File: src/rtl/ultrasonic_scheduler.sv
// Trigger/echo sequencer for an HC-SR04-style ranger with echo-to-centimetre conversion and repetition holdoff.
// Optional build macro ULTRASONIC_AVG_EN adds a 4-sample running average on distance_cm.
module ultrasonic_scheduler #(
   parameter int CLK_FREQ_HZ     = 100_000_000,
   parameter int TRIG_US         = 10,
   parameter int ECHO_TIMEOUT_US = 30000,
   parameter int PERIOD_MS       = 60,
   parameter int US_PER_CM       = 58,
   parameter int DIST_W          = 9
) (
   input  logic              clk,
   input  logic              reset_n,
   input  logic              enable,
   input  logic              start,
   input  logic              echo,
   output logic              trigger,
   output logic [DIST_W-1:0] distance_cm,
   output logic              dist_valid,
   output logic              busy,
   output logic              timeout_err
);

   // state     | meaning
   // IDLE      | waiting for start or enable
   // TRIG      | trigger pulse high for TRIG_US
   // WAIT_RISE | waiting for a fresh echo rising edge
   // MEASURE   | echo high, accumulating centimetres
   // HOLDOFF   | waiting out the minimum repetition period
   typedef enum logic [2:0] {
      IDLE      = 3'd0,
      TRIG      = 3'd1,
      WAIT_RISE = 3'd2,
      MEASURE   = 3'd3,
      HOLDOFF   = 3'd4
   } state_t;

   localparam int CYC_PER_US = CLK_FREQ_HZ / 1_000_000;
   localparam int PRE_W      = (CYC_PER_US > 1) ? $clog2(CYC_PER_US) : 1;
   localparam int TMR_MAX    = (ECHO_TIMEOUT_US > TRIG_US) ? ECHO_TIMEOUT_US : TRIG_US;
   localparam int TMR_W      = $clog2(TMR_MAX + 1);
   localparam int SUB_W      = (US_PER_CM > 1) ? $clog2(US_PER_CM) : 1;
   localparam int MS_W       = $clog2(PERIOD_MS + 1);

   localparam logic [PRE_W-1:0]  PRE_LAST  = PRE_W'(CYC_PER_US - 1);
   localparam logic [TMR_W-1:0]  TMR_ONE   = TMR_W'(1);
   localparam logic [TMR_W-1:0]  TMR_TRIG  = TMR_W'(TRIG_US);
   localparam logic [TMR_W-1:0]  TMR_ECHO  = TMR_W'(ECHO_TIMEOUT_US);
   localparam logic [SUB_W-1:0]  SUB_LAST  = SUB_W'(US_PER_CM - 1);
   localparam logic [MS_W-1:0]   MS_LAST   = MS_W'(PERIOD_MS);
   localparam logic [DIST_W-1:0] ACC_MAX   = '1;

   state_t            state;
   logic              echo_s1, echo_s2, echo_d;
   logic              echo_rise, echo_fall;
   logic [PRE_W-1:0]  pre_cnt;
   logic              us_tick;
   logic [TMR_W-1:0]  tmr;
   logic [9:0]        ms_us;
   logic [MS_W-1:0]   ms_cnt;
   logic [SUB_W-1:0]  sub, sub_nxt;
   logic [DIST_W-1:0] acc, acc_nxt;
   logic [DIST_W-1:0] meas_val;

   assign us_tick   = (pre_cnt == PRE_LAST);
   assign echo_rise = echo_s2 & ~echo_d;
   assign echo_fall = ~echo_s2 & echo_d;

   always_ff @(posedge clk or negedge reset_n) begin
      if (!reset_n) begin
         echo_s1 <= 1'b0;
         echo_s2 <= 1'b0;
         echo_d  <= 1'b0;
      end else begin
         echo_s1 <= echo;
         echo_s2 <= echo_s1;
         echo_d  <= echo_s2;
      end
   end

   // The echo may fall on the same cycle as a us_tick; that tick must still count.
   always_comb begin
      sub_nxt = sub;
      acc_nxt = acc;
      if (us_tick) begin
         if (sub == SUB_LAST) begin
            sub_nxt = '0;
            if (acc != ACC_MAX) acc_nxt = acc + 1'b1;
         end else begin
            sub_nxt = sub + 1'b1;
         end
      end
   end

`ifdef ULTRASONIC_AVG_EN
   logic [DIST_W-1:0] hist [3];
   logic [DIST_W+1:0] avg_sum;

   assign avg_sum  = {2'b00, acc_nxt} + {2'b00, hist[0]} + {2'b00, hist[1]} + {2'b00, hist[2]};
   assign meas_val = avg_sum[DIST_W+1:2];
`else
   assign meas_val = acc_nxt;
`endif

   always_ff @(posedge clk or negedge reset_n) begin
      if (!reset_n) begin
         state       <= IDLE;
         trigger     <= 1'b0;
         distance_cm <= '0;
         dist_valid  <= 1'b0;
         busy        <= 1'b0;
         timeout_err <= 1'b0;
         pre_cnt     <= '0;
         tmr         <= '0;
         ms_us       <= '0;
         ms_cnt      <= '0;
         sub         <= '0;
         acc         <= '0;
`ifdef ULTRASONIC_AVG_EN
         hist[0]     <= '0;
         hist[1]     <= '0;
         hist[2]     <= '0;
`endif
      end else begin
         dist_valid <= 1'b0;
         pre_cnt    <= us_tick ? '0 : pre_cnt + 1'b1;

         // Period counter runs from trigger rise through holdoff and saturates at PERIOD_MS.
         if (state != IDLE && us_tick) begin
            if (ms_us == 10'd999) begin
               ms_us <= '0;
               if (ms_cnt != MS_LAST) ms_cnt <= ms_cnt + 1'b1;
            end else begin
               ms_us <= ms_us + 1'b1;
            end
         end

         case (state)
            IDLE: begin
               if (start || enable) begin
                  state   <= TRIG;
                  trigger <= 1'b1;
                  busy    <= 1'b1;
                  pre_cnt <= '0;
                  tmr     <= TMR_TRIG;
                  ms_us   <= '0;
                  ms_cnt  <= '0;
               end
            end
            TRIG: begin
               if (us_tick) begin
                  if (tmr == TMR_ONE) begin
                     state   <= WAIT_RISE;
                     trigger <= 1'b0;
                     pre_cnt <= '0;
                     tmr     <= TMR_ECHO;
                  end else begin
                     tmr <= tmr - 1'b1;
                  end
               end
            end
            WAIT_RISE: begin
               if (echo_rise) begin
                  state   <= MEASURE;
                  pre_cnt <= '0;
                  sub     <= '0;
                  acc     <= '0;
                  tmr     <= TMR_ECHO;
               end else if (us_tick) begin
                  if (tmr == TMR_ONE) begin
                     state       <= HOLDOFF;
                     pre_cnt     <= '0;
                     timeout_err <= 1'b1;
                  end else begin
                     tmr <= tmr - 1'b1;
                  end
               end
            end
            MEASURE: begin
               sub <= sub_nxt;
               acc <= acc_nxt;
               if (echo_fall) begin
                  state       <= HOLDOFF;
                  pre_cnt     <= '0;
                  distance_cm <= meas_val;
                  dist_valid  <= 1'b1;
                  timeout_err <= 1'b0;
`ifdef ULTRASONIC_AVG_EN
                  hist[0]     <= acc_nxt;
                  hist[1]     <= hist[0];
                  hist[2]     <= hist[1];
`endif
               end else if (us_tick) begin
                  if (tmr == TMR_ONE) begin
                     state       <= HOLDOFF;
                     pre_cnt     <= '0;
                     timeout_err <= 1'b1;
                  end else begin
                     tmr <= tmr - 1'b1;
                  end
               end
            end
            HOLDOFF: begin
               if (ms_cnt == MS_LAST) begin
                  pre_cnt <= '0;
                  if (enable) begin
                     state   <= TRIG;
                     trigger <= 1'b1;
                     tmr     <= TMR_TRIG;
                     ms_us   <= '0;
                     ms_cnt  <= '0;
                  end else begin
                     state <= IDLE;
                     busy  <= 1'b0;
                  end
               end
            end
            default: begin
               state   <= IDLE;
               trigger <= 1'b0;
               busy    <= 1'b0;
            end
         endcase
      end
   end

endmodule

File: config.mk
export PLATFORM = sky130hd
export DESIGN_NAME = ultrasonic_scheduler
export DESIGN_NICKNAME = d
export VERILOG_FILES = /design/src/rtl/ultrasonic_scheduler.sv
export SDC_FILE = /design/constraint.sdc
export NUM_CORES = 1
export LEC_CHECK = 0
export CAP_MARGIN = 0
export CORE_AREA = 2 2 106 149
export CTS_CLUSTER_DIAMETER = 200
export DETAILED_ROUTE_END_ITERATION = 6
export DIE_AREA = 0 0 108 151
export GPL_ROUTABILITY_DRIVEN = 0
export HOLD_SLACK_MARGIN = 0.06
export PLACE_DENSITY = 0.51
export SKIP_LAST_GASP = 1
export SLEW_MARGIN = 20
export SYNTH_ARGS = -nofsm -noshare
export SYNTH_HDL_FRONTEND = slang
export SYNTH_SLANG_ARGS = --single-unit
export TNS_END_PERCENT = 30
File: constraint.sdc
create_clock -name clk -period 3.23 [get_ports clk]
set_input_delay 0.4845 -clock clk [delete_from_list [all_inputs] [get_ports clk]]
set_output_delay 0.4845 -clock clk [all_outputs]
set_load 0.02 [all_outputs]
Word-level counts from Yosys, hierarchy flattened --
Cells that the tools add are included.
Cells by class: add/sub/neg operators 6, shifts and indexed selects 0, multiplexer cells 66, eq/ne operators 21, div/mod/pow operators 0, reductions and logical operators 16, multipliers 0, bitwise operators 6, magnitude comparators 0
Operator list (count):
- 15-bit two-way mux | 9
- 15-bit one-hot mux with 5 select lines | 1
- 6-bit two-way mux | 9
- 10-bit two-way mux | 5
- 7-bit two-way mux | 7
- 9-bit two-way mux | 4
- 7-bit one-hot mux with 5 select lines | 1
- 3-bit two-way mux | 8
- 6-bit one-hot mux with 2 select lines | 2
- 2-bit != test (second input constant) | 10
- 10-bit one-hot mux with 2 select lines | 1
- 9-bit one-hot mux with 2 select lines | 1
- 15-bit by 1-bit equality test with 1-bit output (second input constant) | 1
- 3-bit one-hot mux with 5 select lines | 1
- 15-bit by 1-bit subtractor with 15-bit output (second input constant) | 1
- 1-bit two-way mux | 14
- 6-bit by 1-bit adder with 6-bit output (second input constant) | 2
- 6-bit equality test (second input constant) | 2
- 6-bit AND reduction | 2
- 10-bit by 1-bit adder with 10-bit output (second input constant) | 1
- 10-bit equality test (second input constant) | 1
- 9-bit by 1-bit adder with 9-bit output (second input constant) | 1
- 9-bit != test (second input constant) | 1
- 4-bit AND reduction | 2
- 21 further kinds | 28
Storage, ports and cells: bits in latches 0, input bits 5, register bits after elaboration 72, memory bits (writable) 0, ROM bits 0, output and inout port bits 13, memories kept 0

Logic depth before layout (Yosys ltp) --
depth after elaboration 7, gate-level depth with buffers 10

Worst setup path before layout --
OpenSTA, ideal clock, no wires.
path type reg-to-reg, from register tmr[1], to register tmr[0], slack 0.862 ns, required time 3.147 ns, clock period less this slack 2.368 ns, cell stages (with the launch flop) 11, buffers on the path 1, data arrival time 2.285 ns, cells stage by stage dfrtp_1 -> inv_1 -> ha_1 -> or4b_4 -> nor4_4 -> inv_2 -> buf_6 -> ha_1 -> o21ai_0 -> a22oi_1 -> o21ai_0
On the way: cells in the longest elaborated chain, start to end 5, elaborated cells on any way between the ends 8, those cells by class eq/ne: 1; mux: 7
RTL lines:
- from (decl) | line 57 | logic [TMR_W-1:0] tmr;
- from (signal assigned) | line 157 | tmr <= tmr - 1'b1;
- from (signal assigned) | line 174 | tmr <= tmr - 1'b1;
- from (signal assigned) | line 198 | tmr <= tmr - 1'b1;
- 15-bit by 1-bit equality test with 1-bit output (*) | line 151, 169, 193
- 15-bit two-way mux (2 in a row)
- 15-bit two-way mux (on tied branches)
- 15-bit one-hot mux with 5 select lines (*) | line 137 | case (state)
Every way passes the cells marked *; elsewhere a longest branch is shown, timed or not. The select of a mux whose other input is x is not followed. A chain may end at the register's enable or synchronous reset.

Worst setup path after layout --
from register tmr[1], to register state[0]
On the way: cells in the longest elaborated chain, start to end 5, elaborated cells on any way between the ends 8, those cells by class eq/ne: 2; mux: 5; reduce/logical: 1
RTL lines:
- 15-bit by 1-bit equality test with 1-bit output (*) | line 151, 169, 193
- 3-bit two-way mux (2 in a row)
- 3-bit two-way mux (on tied branches)
- 3-bit one-hot mux with 5 select lines
- to (signal assigned) | line 106 | state <= IDLE;
- to (signal assigned) | line 140 | state <= TRIG;
- to (signal assigned) | line 152 | state <= WAIT_RISE;
- to (decl) | line 52 | state_t state;
Every way passes the cells marked *; elsewhere a longest branch is shown, timed or not.

==> results.json <==
{
  "drt-total-wl_um": 10500,
  "fin_util_pct": 32.7,
  "status": "finished clean",
  "final_cell_area_um2": 4880,
  "clk_pin_slew_ps": 60,
  "ioPinCount": 18,
  "fill_cells": 1555,
  "yosysSeqAreaShare_pct": 43.5,
  "clock_power_share_pct": 53.0,
  "nets": 504,
  "postRouteAntennaNets": 0,
  "setup_viol": 0,
  "root_buffer": "clkbuf_16",
  "startpoint": "tmr[1]",
  "setup.worst_path.start_class": "register",
  "ctsResizeCount": 0,
  "fin_crit_sh_pct": 84.7,
  "track_usage_pct": 13.8,
  "timing.rr.end": "state[0]",
  "max-slew-margin-rel_pct": 39.4,
  "powerDensity_nw_per_um2": 417,
  "crit_slowest_cell": "or4b_4",
  "ff_latch_area_um2": 1800,
  "wl_met2_um": 5430,
  "cts_tree": "done",
  "synth-edff-count": 0,
  "comb_power_share_pct": 2.0,
  "drc": 0,
  "peakVddDrop_v": 0.000266,
  "grt_setup_unrepaired": "false",
  "critPathMaxFanout": 13,
  "crit_chain": "inv_1 > ha_1 > or4b_4 > nor4_4 > inv_2 > nor2_1 > o31ai_1 > a21oi_1 > o22ai_1",
  "cpPeakStageDelay_ps": 480,
  "clk_latency_ps": 340,
  "p_int_mw": 1.60,
  "routed-via-count": 3576,
  "ys_warn_count": 0,
  "switching_share_pct": 21.5,
  "drt_first_pass_iters": 5,
  "grt_pass1_vias": 3572,
  "ctsHoldBuffers": 0,
  "die_area_um2": 16300,
  "highest_layer": "met4",
  "antenna_found_initial": 0,
  "syn_area_um2": 4140,
  "initial_core_util_pct": 27.7,
  "rows": 53,
  "numCtsBuffers": 9,
  "max-clock-path-buffers": 2,
  "tightest_slew_ps": 909,
  "drt-met1-wl_um": 4420,
  "drv_slew": 0,
  "r2r_setup_slack_ps": 500,
  "syn-mean-instance-area_um2": 8.90,
  "wire_per_inst_um": 15.3,
  "synth.distinct_cells": 62,
  "fmax_mhz": 366,
  "critical_path.endpoint_type": "register",
  "n_antenna_cell": 0,
  "vias_per_cell": 5.21,
  "dpl_cell_area_um2": 4570,
  "ff2ff_path_depth": 9,
  "crit_arrival_ps": 2940,
  "clock-sinks": 72,
  "finClkSkew_ps": 6.15,
  "post-place-ws_ps": 528,
  "die_x_um": 108,
  "p_switching_mw": 0.437,
  "finalNonFillerCells": 686,
  "r2r_start": "tmr[1]",
  "drive_above_1_share_pct": 10.7,
  "multiInputGateArea_um2": 2220,
  "critPathRequiredTime_ps": 3430,
  "placed_cells": 670,
  "drt_iter0_markers": 224,
  "p_seq_share_pct": 45.0,
  "core_area_um2": 14900,
  "route.met3.wl_um": 331,
  "gr-total-overflow": 0,
  "die_h_um": 151,
  "hold_class": "primary input to asynchronous set/reset pin",
  "min_period_ps": 2730,
  "grt_pass1_wl_um": 17700,
  "fin_setup_tns_ps": 0,
  "place_hpwl_um": 7510,
  "worst_slack_ps": 495,
  "cts_htree_levels": 3,
  "yosys_register_bits": 72,
  "cap_violations": 0,
  "p_leak_nw": 1.93,
  "synthFlopType": "dfrtp_1",
  "grt_max_degree": 73,
  "synth_fp_nets": 480,
  "cts_setup_buffers": 0,
  "total_power_mw": 2.04,
  "io_buffers": 17,
  "netlist_instances": 465,
  "area_delta_synth_final_pct": 18.0,
  "hold_slack_ps": 278,
  "hold_viol_final": 0,
  "async_flop_share_pct": 100,
  "crit_type": "register to register"
}
==> Yosys cell counts (3+ instances only) <==
cell type  count  area (um^2)
nor2_1        57          214
or4_1          4         30.0
a21oi_1       31          155
o22ai_1        5         31.3
o21ai_0       40          200
dfrtp_1       72         1800
buf_2          4         20.0
nor3_2         3         30.0
nor2b_1        5         31.3
and2_1         3         18.8
nor3_1        16         80.1
a211oi_1       8         60.1
nand2_1       53          199
o31ai_1        7         52.6
nand3_1       13         65.1
nor4_1         3         18.8
xnor2_1       10         87.6
ha_1          10          125
a31oi_1        7         43.8
inv_1         11         41.3
and3_1         6         37.5
nand4_1       10         62.6
xor2_1        11         96.3
or2_2          6         37.5
o21bai_1       3         22.5
o211ai_1       4         30.0
clkbuf_1      11         41.3
mux2i_1        4         40.0
nand2b_1       5         31.3
==> cell usage in the layout, fill, tap and decap left out, drive strengths merged, types with 6 or more instances in the layout <==
cell	synthesis	final
nand4	10	10
o31ai	7	7
o21ai	43	43
clkbuf	11	9
clkdlybuf4s50	0	16
nor3	19	19
a21oi	31	31
nor2	57	57
inv	12	14
xnor2	10	10
a31oi	8	8
nand3	13	13
dfrtp	72	72
buf	5	13
and3	6	6
ha	10	10
a211oi	8	8
or2	6	6
nand2	53	53
xor2	11	11
==> final cells by class <==
type	count	area share, %
clock buffer	9	4.61
clock inverter	7	1.90
inverter	12	0.922
multi-input combinational	365	45.5
sequential	72	36.9
tap	192	4.92
timing repair buffer	29	5.28
==> sequential cells by signal (all words and copies together) (netlist names) <==
signal       flops
tmr             15
acc              9
echo_s1          1
timeout_err      1
distance_cm      9
trigger          1
sub              6
pre_cnt          7
echo_s2          1
echo_d           1
ms_cnt           6
state            3
busy             1
dist_valid       1
ms_us           10
==> power groups by stage <==
stage / logic [mW] / registers (mW) / clock network [mW]
after floorplan: 0.0145 / 0.932 / 0
after global placement: 0.0432 / 0.933 / 0
after detailed placement: 0.0440 / 0.933 / 0
after CTS: 0.0440 / 0.916 / 1.11
after global routing: 0.0484 / 0.917 / 1.14
final: 0.0416 / 0.916 / 1.08
==> worst max-delay path, delay by kind of cell, from the launching register on <==
kind,cells,cell delay (ps)
AND/OR/NAND/NOR,3,1340
flip-flops,1,400
buffers and inverters,2,320
adder cells (fa/ha/maj),1,150
AO/OA/AOI/OAI,3,380
==> cell families (layout without fill, tap and decap cells) <==
group | Yosys count | in the layout | share of synthesized area (%)
compound gates | 129 | 129 | 20.3
xor+xnor | 21 | 21 | 4.44
fa+ha+maj | 10 | 10 | 3.02
buf+inv | 28 | 57 | 2.84
flops | 72 | 72 | 43.5
mux | 5 | 5 | 1.24
simple gates | 200 | 200 | 24.6
==> layer usage <==
metal / vias up / global-route usage, %
li1: 1748 / -
met1: 1741 / 16.4
met2: 66 / 23.8
met3: 21 / 1.89
met4: 0 / 7.82
met5: - / 0
==> worst max-delay path by stage <==
stage               cells past startpoint  slack, ps  endpoint
floorplan                              10        860    tmr[0]
global route                            9        340  state[0]
global placement                        6        650    tmr[1]
finish                                  9        500  state[0]
detailed placement                      9        530  state[0]
CTS                                     9        520  state[0]
No activity file was read; power rests on OpenSTA's default activity.
